==> src/rtl/riscv_uop_pkg.sv <==
// Shared micro-op definitions for the write-back path.
//   NUM_WB_CH  : default number of execution channels merging into write-back
//   WB_XLEN    : default write-back data width
//   RD_W       : destination register index width
//   wb_entry_t : one buffered result, {rd, data}
package riscv_uop_pkg;

    localparam int unsigned NUM_WB_CH = 2;
    localparam int unsigned WB_XLEN   = 32;
    localparam int unsigned RD_W      = 5;

    typedef struct packed {
        logic [RD_W-1:0]    rd;
        logic [WB_XLEN-1:0] data;
    } wb_entry_t;

endpackage

==> src/rtl/wb_fifo.sv <==
// Per-channel result buffer: a DEPTH-entry FIFO of entry_t.
//   clk, rst_n : clock, asynchronous active-low reset (empties the FIFO)
//   i_flush    : empty the FIFO; concurrent push/pop are ignored
//   i_push     : write i_entry (ignored when full)
//   i_pop      : drop the head entry (ignored when empty)
//   o_full     : DEPTH entries held (registered occupancy only)
//   o_empty    : no entries held
//   o_head     : oldest entry, valid when !o_empty
module wb_fifo
    import riscv_uop_pkg::*;
#(
    parameter int unsigned DEPTH   = 2,
    parameter type         entry_t = wb_entry_t
) (
    input  logic   clk,
    input  logic   rst_n,
    input  logic   i_flush,
    input  logic   i_push,
    input  entry_t i_entry,
    input  logic   i_pop,
    output logic   o_full,
    output logic   o_empty,
    output entry_t o_head
);

    localparam int unsigned PTR_W = $clog2(DEPTH);
    localparam int unsigned CNT_W = $clog2(DEPTH + 1);

    entry_t           mem_q [DEPTH];
    logic [PTR_W-1:0] wr_ptr_q, wr_ptr_d;
    logic [PTR_W-1:0] rd_ptr_q, rd_ptr_d;
    logic [CNT_W-1:0] count_q, count_d;
    logic             do_push;
    logic             do_pop;

    // Full/empty come from the count, so the pointers can wrap naturally.
    assign o_full  = (count_q == CNT_W'(DEPTH));
    assign o_empty = (count_q == '0);
    assign o_head  = mem_q[rd_ptr_q];

    always_comb begin
        do_push  = i_push && !o_full && !i_flush;
        do_pop   = i_pop && !o_empty && !i_flush;
        wr_ptr_d = wr_ptr_q;
        rd_ptr_d = rd_ptr_q;
        count_d  = count_q;
        if (i_flush) begin
            wr_ptr_d = '0;
            rd_ptr_d = '0;
            count_d  = '0;
        end else begin
            if (do_push) begin
                wr_ptr_d = wr_ptr_q + 1'b1;
            end
            if (do_pop) begin
                rd_ptr_d = rd_ptr_q + 1'b1;
            end
            count_d = count_q + CNT_W'(do_push) - CNT_W'(do_pop);
        end
    end

    always_ff @(posedge clk or negedge rst_n) begin
        if (!rst_n) begin
            wr_ptr_q <= '0;
            rd_ptr_q <= '0;
            count_q  <= '0;
        end else begin
            wr_ptr_q <= wr_ptr_d;
            rd_ptr_q <= rd_ptr_d;
            count_q  <= count_d;
        end
    end

    // Storage needs no reset: occupancy alone decides what is valid.
    always_ff @(posedge clk) begin
        if (do_push) begin
            mem_q[wr_ptr_q] <= i_entry;
        end
    end

endmodule

==> src/rtl/wb_arbiter.sv <==
// Write-back arbiter: buffers results from NUM_CH execution channels in
// per-channel FIFOs and retires at most one per cycle, round-robin.
//   clk, rst_n   : clock, asynchronous active-low reset
//   i_flush      : discard all buffered and incoming results
//   i_valid      : per-channel result valid
//   o_ready      : per-channel buffer not full
//   i_rd, i_data : per-channel destination register and result data
//   o_wb_en      : register-file write strobe (low for rd == 0)
//   o_wb_rd      : write-back destination register
//   o_wb_data    : write-back data
//   o_retire_cnt : wrapping count of retired results
module wb_arbiter
    import riscv_uop_pkg::*;
#(
    parameter int unsigned NUM_CH     = NUM_WB_CH,
    parameter int unsigned FIFO_DEPTH = 2,
    parameter int unsigned XLEN       = WB_XLEN
) (
    input  logic                           clk,
    input  logic                           rst_n,
    input  logic                           i_flush,
    input  logic [NUM_CH-1:0]              i_valid,
    output logic [NUM_CH-1:0]              o_ready,
    input  logic [NUM_CH-1:0][RD_W-1:0]    i_rd,
    input  logic [NUM_CH-1:0][XLEN-1:0]    i_data,
    output logic                           o_wb_en,
    output logic [RD_W-1:0]                o_wb_rd,
    output logic [XLEN-1:0]                o_wb_data,
    output logic [31:0]                    o_retire_cnt
);

    localparam int unsigned CH_W = (NUM_CH > 1) ? $clog2(NUM_CH) : 1;

    // Same layout as wb_entry_t, but sized by this instance's XLEN.
    typedef struct packed {
        logic [RD_W-1:0] rd;
        logic [XLEN-1:0] data;
    } entry_t;

    logic [NUM_CH-1:0] full;
    logic [NUM_CH-1:0] empty;
    logic [NUM_CH-1:0] push;
    logic [NUM_CH-1:0] pop;
    entry_t            head [NUM_CH];

    logic              gnt_valid;
    logic [CH_W-1:0]   gnt_idx;
    int unsigned       cand;
    entry_t            gnt_entry;

    logic              wb_en_q, wb_en_d;
    logic [RD_W-1:0]   wb_rd_q, wb_rd_d;
    logic [XLEN-1:0]   wb_data_q, wb_data_d;
    logic [31:0]       retire_cnt_q, retire_cnt_d;
    logic [CH_W-1:0]   last_grant_q, last_grant_d;

    for (genvar c = 0; c < NUM_CH; c++) begin : g_ch
        assign push[c] = i_valid[c] && !full[c] && !i_flush;

        wb_fifo #(
            .DEPTH   (FIFO_DEPTH),
            .entry_t (entry_t)
        ) u_fifo (
            .clk     (clk),
            .rst_n   (rst_n),
            .i_flush (i_flush),
            .i_push  (push[c]),
            .i_entry ({i_rd[c], i_data[c]}),
            .i_pop   (pop[c]),
            .o_full  (full[c]),
            .o_empty (empty[c]),
            .o_head  (head[c])
        );
    end

    // Ready depends on registered occupancy only; a pop this cycle does not raise it.
    assign o_ready = ~full;

    // Round-robin: first non-empty channel starting after the last grant.
    always_comb begin
        gnt_valid = 1'b0;
        gnt_idx   = '0;
        cand      = 0;
        for (int unsigned i = 1; i <= NUM_CH; i++) begin
            cand = (32'(last_grant_q) + i) % NUM_CH;
            if (!gnt_valid && !empty[cand]) begin
                gnt_valid = 1'b1;
                gnt_idx   = CH_W'(cand);
            end
        end
        if (i_flush) begin
            gnt_valid = 1'b0;
        end
    end

    always_comb begin
        pop = '0;
        if (gnt_valid) begin
            pop[gnt_idx] = 1'b1;
        end
    end

    assign gnt_entry = head[gnt_idx];

    always_comb begin
        wb_en_d      = 1'b0;
        wb_rd_d      = wb_rd_q;
        wb_data_d    = wb_data_q;
        retire_cnt_d = retire_cnt_q;
        last_grant_d = last_grant_q;
        if (gnt_valid) begin
            // x0 writes are retired but never strobe the register file.
            wb_en_d      = (gnt_entry.rd != '0);
            wb_rd_d      = gnt_entry.rd;
            wb_data_d    = gnt_entry.data;
            retire_cnt_d = retire_cnt_q + 32'd1;
            last_grant_d = gnt_idx;
        end
    end

    always_ff @(posedge clk or negedge rst_n) begin
        if (!rst_n) begin
            wb_en_q      <= 1'b0;
            wb_rd_q      <= '0;
            wb_data_q    <= '0;
            retire_cnt_q <= '0;
            last_grant_q <= CH_W'(NUM_CH - 1);
        end else begin
            wb_en_q      <= wb_en_d;
            wb_rd_q      <= wb_rd_d;
            wb_data_q    <= wb_data_d;
            retire_cnt_q <= retire_cnt_d;
            last_grant_q <= last_grant_d;
        end
    end

    assign o_wb_en      = wb_en_q;
    assign o_wb_rd      = wb_rd_q;
    assign o_wb_data    = wb_data_q;
    assign o_retire_cnt = retire_cnt_q;

endmodule

==> config.mk <==
export PLATFORM = sky130hd
export DESIGN_NAME = wb_arbiter
export DESIGN_NICKNAME = d
export VERILOG_FILES = /design/src/rtl/riscv_uop_pkg.sv /design/src/rtl/wb_fifo.sv /design/src/rtl/wb_arbiter.sv
export SDC_FILE = /design/constraint.sdc
export NUM_CORES = 1
export LEC_CHECK = 0
export CAP_MARGIN = 20
export CORE_MARGIN = 2
export CORE_UTILIZATION = 35
export CTS_BUF_LIST = sky130_fd_sc_hd__clkbuf_16
export CTS_CLUSTER_DIAMETER = 200
export DETAILED_ROUTE_END_ITERATION = 8
export PLACE_DENSITY = 0.57
export SYNTH_ARGS = -nofsm -noshare
export SYNTH_HDL_FRONTEND = slang
export SYNTH_SLANG_ARGS = --single-unit
export TNS_END_PERCENT = 10
==> constraint.sdc <==
create_clock -name clk -period 5.3 [get_ports clk]
set_input_delay 0.795 -clock clk [delete_from_list [all_inputs] [get_ports clk]]
set_output_delay 0.795 -clock clk [all_outputs]
set_load 0.05 [all_outputs]
==> out/qor.yml <==
finish:
  areaGrowthSynthToFinish_pct: 30.2
  fin_util_pct: 45.9
  fin_nets: 805
  drive_gt1_share_pct: 8.51
synth:
  syn-num-nets: 646
  synth.distinct_cells: 39
  async_flop_share_pct: 34.8
  synth_edf_count: 148
  yosysWarnings: 0
  syn_area_per_cell_um2: 15.7
  seq_area_frac_synth_pct: 73.0
  ys_ff_latch: 227
  synthFlopType: "edfxtp_1"
  synthesis.area_um2: 8800
  synth_cells: 562
sta:
  max_slew_margin_pct: 29.9
  finalSetupViolations: 0
  slew_viol_final: 0
  rsz0062_at_grt: "false"
  fin_crit_sh_pct: 54.9
  fmax_mhz: 343
  finalHoldViolations: 0
  finalSetupTns_ns: 0
  min_period_ns: 2.91
  fin_skew_ns: 0.0198
  worst_slew_pin_slew_ns: 1.05
drt:
  drt-total-wl_um: 19800
  dr.first_iter.drc_count: 238
  antenna_left: 0
  routed-via-count: 5258
  via_per_inst: 4.91
  drc_errors: 0
  firstDrtPassIters: 4
  wl_per_cell_um: 18.5
run_status:
  status: "completed"
place:
  numPortBuffers: 150
  dp_hpwl_um: 12600
  place_congestion: 0.774
die:
  core_um2: 25000
  die_w_um: 163
  io_pins: 151
  start_util_pct: 35.2
  die-height_um: 163
  fp-row-count: 58
  die-area_um2: 26400
global_routing:
  grt_antenna_before_repair: 3
  grt_max_degree: 80
  grt_pass1_wl_um: 30700
  grt_pass1_vias: 5615
  overflow: 0
  grt_usage_pct: 15.1
setup_path:
  crit_fanout: 34
  max_stage_delay_ns: 0.73
  crit_path_end_kind: "flop"
  crit_family: "simple AND/OR/NAND/NOR gates"
  cp_slowest_cell: "or2_2"
  worst_setup_path_start_kind: "flop"
  arrival_ns: 3.31
  path_cells: "or2_2 > nand2_1 > or2_2 > inv_1 > ha_1 > inv_1 > ha_1 > xor2_1 > xnor2_1 > nor2_1"
  rrSetupSlack_ns: 2.39
  crit_type: "reg -> reg"
  required_ns: 5.70
  path_buf_inv: 2
clock_tree:
  cts_setup_buffers: 0
  path_clk_slew_ns: 0.06
  ctsResizeCount: 0
  cts-root-buf: "clkbuf_16"
  clk_latency_ns: 0.53
  htreeDepth: 1
  holdBufCountCts: 0
  cts_buffers: 25
  clock_sinks: 227
  cts_tree: "yes"
  cts.path.max_buffers: 3
power:
  peakVddDrop_mv: 0.383
  power.leakage_nw: 4.26
  powerDensity_nw_per_um2: 527
run:
  drv_cap: 0
worst_hold_path:
  hold_class: "in -> async"
cell type report:
cell class / count / area, um^2
diodes: 1 / 2.50
multi-input cells: 299 / 2220
well taps: 330 / 413
repair buffers: 159 / 1600
flip-flops and latches: 227 / 6420
clock inverters: 21 / 131
fillers: 2220 / 13500
inverters: 9 / 33.8
clock buffers: 25 / 626
sequential cells by signal, indices dropped and copies added (netlist names):
register	flops
g_ch.u_fifo.wr_ptr_q	2
o_wb_rd	5
last_grant_q	1
g_ch.u_fifo.count_q	4
g_ch.u_fifo.rd_ptr_q	2
g_ch.u_fifo.mem_q	148
o_retire_cnt	32
o_wb_data	32
o_wb_en	1
worst reg2reg max path: cells and delay by family (launching register included):
family        cells  cell delay [ns]
simple gates      4             1.38
fa+ha+maj         2             0.50
flops             1             0.42
xor+xnor          2             0.33
buf+inv           2             0.16
stage by stage:
step                worst slack, ns  hold slack (ns)  power, mW  cells  cell area, um^2
floorplan                      1.04            0.437       3.77    562             8800
global placement               1.95            0.449       4.46   1022            10600
detailed placement             1.82            0.460       4.51   1022            10600
CTS                            2.31            0.470       6.11   1068            11400
global route                   2.13            0.122       6.33   1071            11500
finish                         2.39            0.131       6.03   1071            11500
worst paths after layout:
path                                           startpoint                   endpoint  depth (start not counted)
worst max register to register  g_ch[1].u_fifo.count_q[1]  g_ch[1].u_fifo.count_q[1]                         10
worst min-delay path                                rst_n           o_retire_cnt[16]                          1
worst max-delay path            g_ch[1].u_fifo.count_q[1]  g_ch[1].u_fifo.count_q[1]                         10
worst min register to register               last_grant_q               last_grant_q                          2
min in group clk                             last_grant_q               last_grant_q                          2
max in group asynchronous                           rst_n              o_wb_data[11]                          2
cells by family after synthesis:
kind of cell / after synthesis / share of synthesized area [%]
DFF: 227 / 73.0
and+or+nand+nor: 134 / 7.54
muxes: 80 / 9.17
AOI/OAI and AO/OA: 41 / 3.75
xor gates and xnor gates: 39 / 3.97
buffers and inverters: 36 / 1.86
adders and majority gates: 5 / 0.711
synthesized netlist by cell type, drive strengths merged, types with 7 or more instances:
| cell | count | area, um^2 |
|---|---|---|
| mux2i | 75 | 751 |
| nor3 | 10 | 50.1 |
| nand2 | 56 | 210 |
| dfrtp | 78 | 1950 |
| nand3 | 9 | 45.0 |
| edfxtp | 148 | 4440 |
| buf | 18 | 96.3 |
| xor2 | 22 | 193 |
| nor4 | 7 | 43.8 |
| xnor2 | 17 | 156 |
| nor2 | 16 | 60.1 |
| inv | 9 | 33.8 |
| o221ai | 32 | 280 |
| clkbuf | 9 | 33.8 |
| o21ai | 7 | 35.0 |
| nand4 | 8 | 56.3 |
layout by cell type (no fill, tap or decap), types with 2 or more instances in the layout:
| cell | Yosys | routed |
|---|---|---|
| and2_2 | 0 | 2 |
| nor3_2 | 0 | 2 |
| and2_1 | 4 | 2 |
| nor4_1 | 7 | 7 |
| mux2i_1 | 75 | 75 |
| nor2_1 | 16 | 16 |
| clkdlybuf4s50_1 | 0 | 149 |
| nand3_1 | 9 | 9 |
| buf_4 | 3 | 8 |
| clkinv_2 | 0 | 4 |
| nand2_1 | 56 | 56 |
| or2_2 | 3 | 3 |
| clkbuf_16 | 0 | 25 |
| nand4_1 | 7 | 7 |
| dfrtp_2 | 0 | 2 |
| o221ai_1 | 32 | 32 |
| inv_1 | 9 | 16 |
| xor2_1 | 22 | 22 |
| dfrtp_1 | 78 | 76 |
| and3_1 | 5 | 5 |
| xnor2_1 | 16 | 16 |
| nor3_1 | 10 | 8 |
| edfxtp_1 | 148 | 148 |
| mux2_2 | 5 | 5 |
| ha_1 | 5 | 5 |
| o21ai_0 | 7 | 7 |
| and4_1 | 2 | 2 |
| or4_1 | 2 | 2 |
| nor2b_1 | 3 | 3 |
| nand2b_1 | 3 | 3 |
| clkinv_1 | 0 | 6 |
report_power, final:
group          internal, mW  total [mW]  leakage (nW)  switching, mW
sequential             2.21        2.44          2.35          0.228
clock                 0.909        1.59         0.403          0.682
combinational         0.728        2.00          1.51           1.28
routing by layer:
layer / vias up / global-route usage (%) / share of wire, %
li1: 2427 / - / -
met1: 2611 / 19.3 / 42
met2: 184 / 25.3 / 49
met3: 34 / 4.28 / 7.4
met4: 2 / 4.34 / 2.3
met5: - / 0 / 0.066
(Power assumes the default switching activity.)
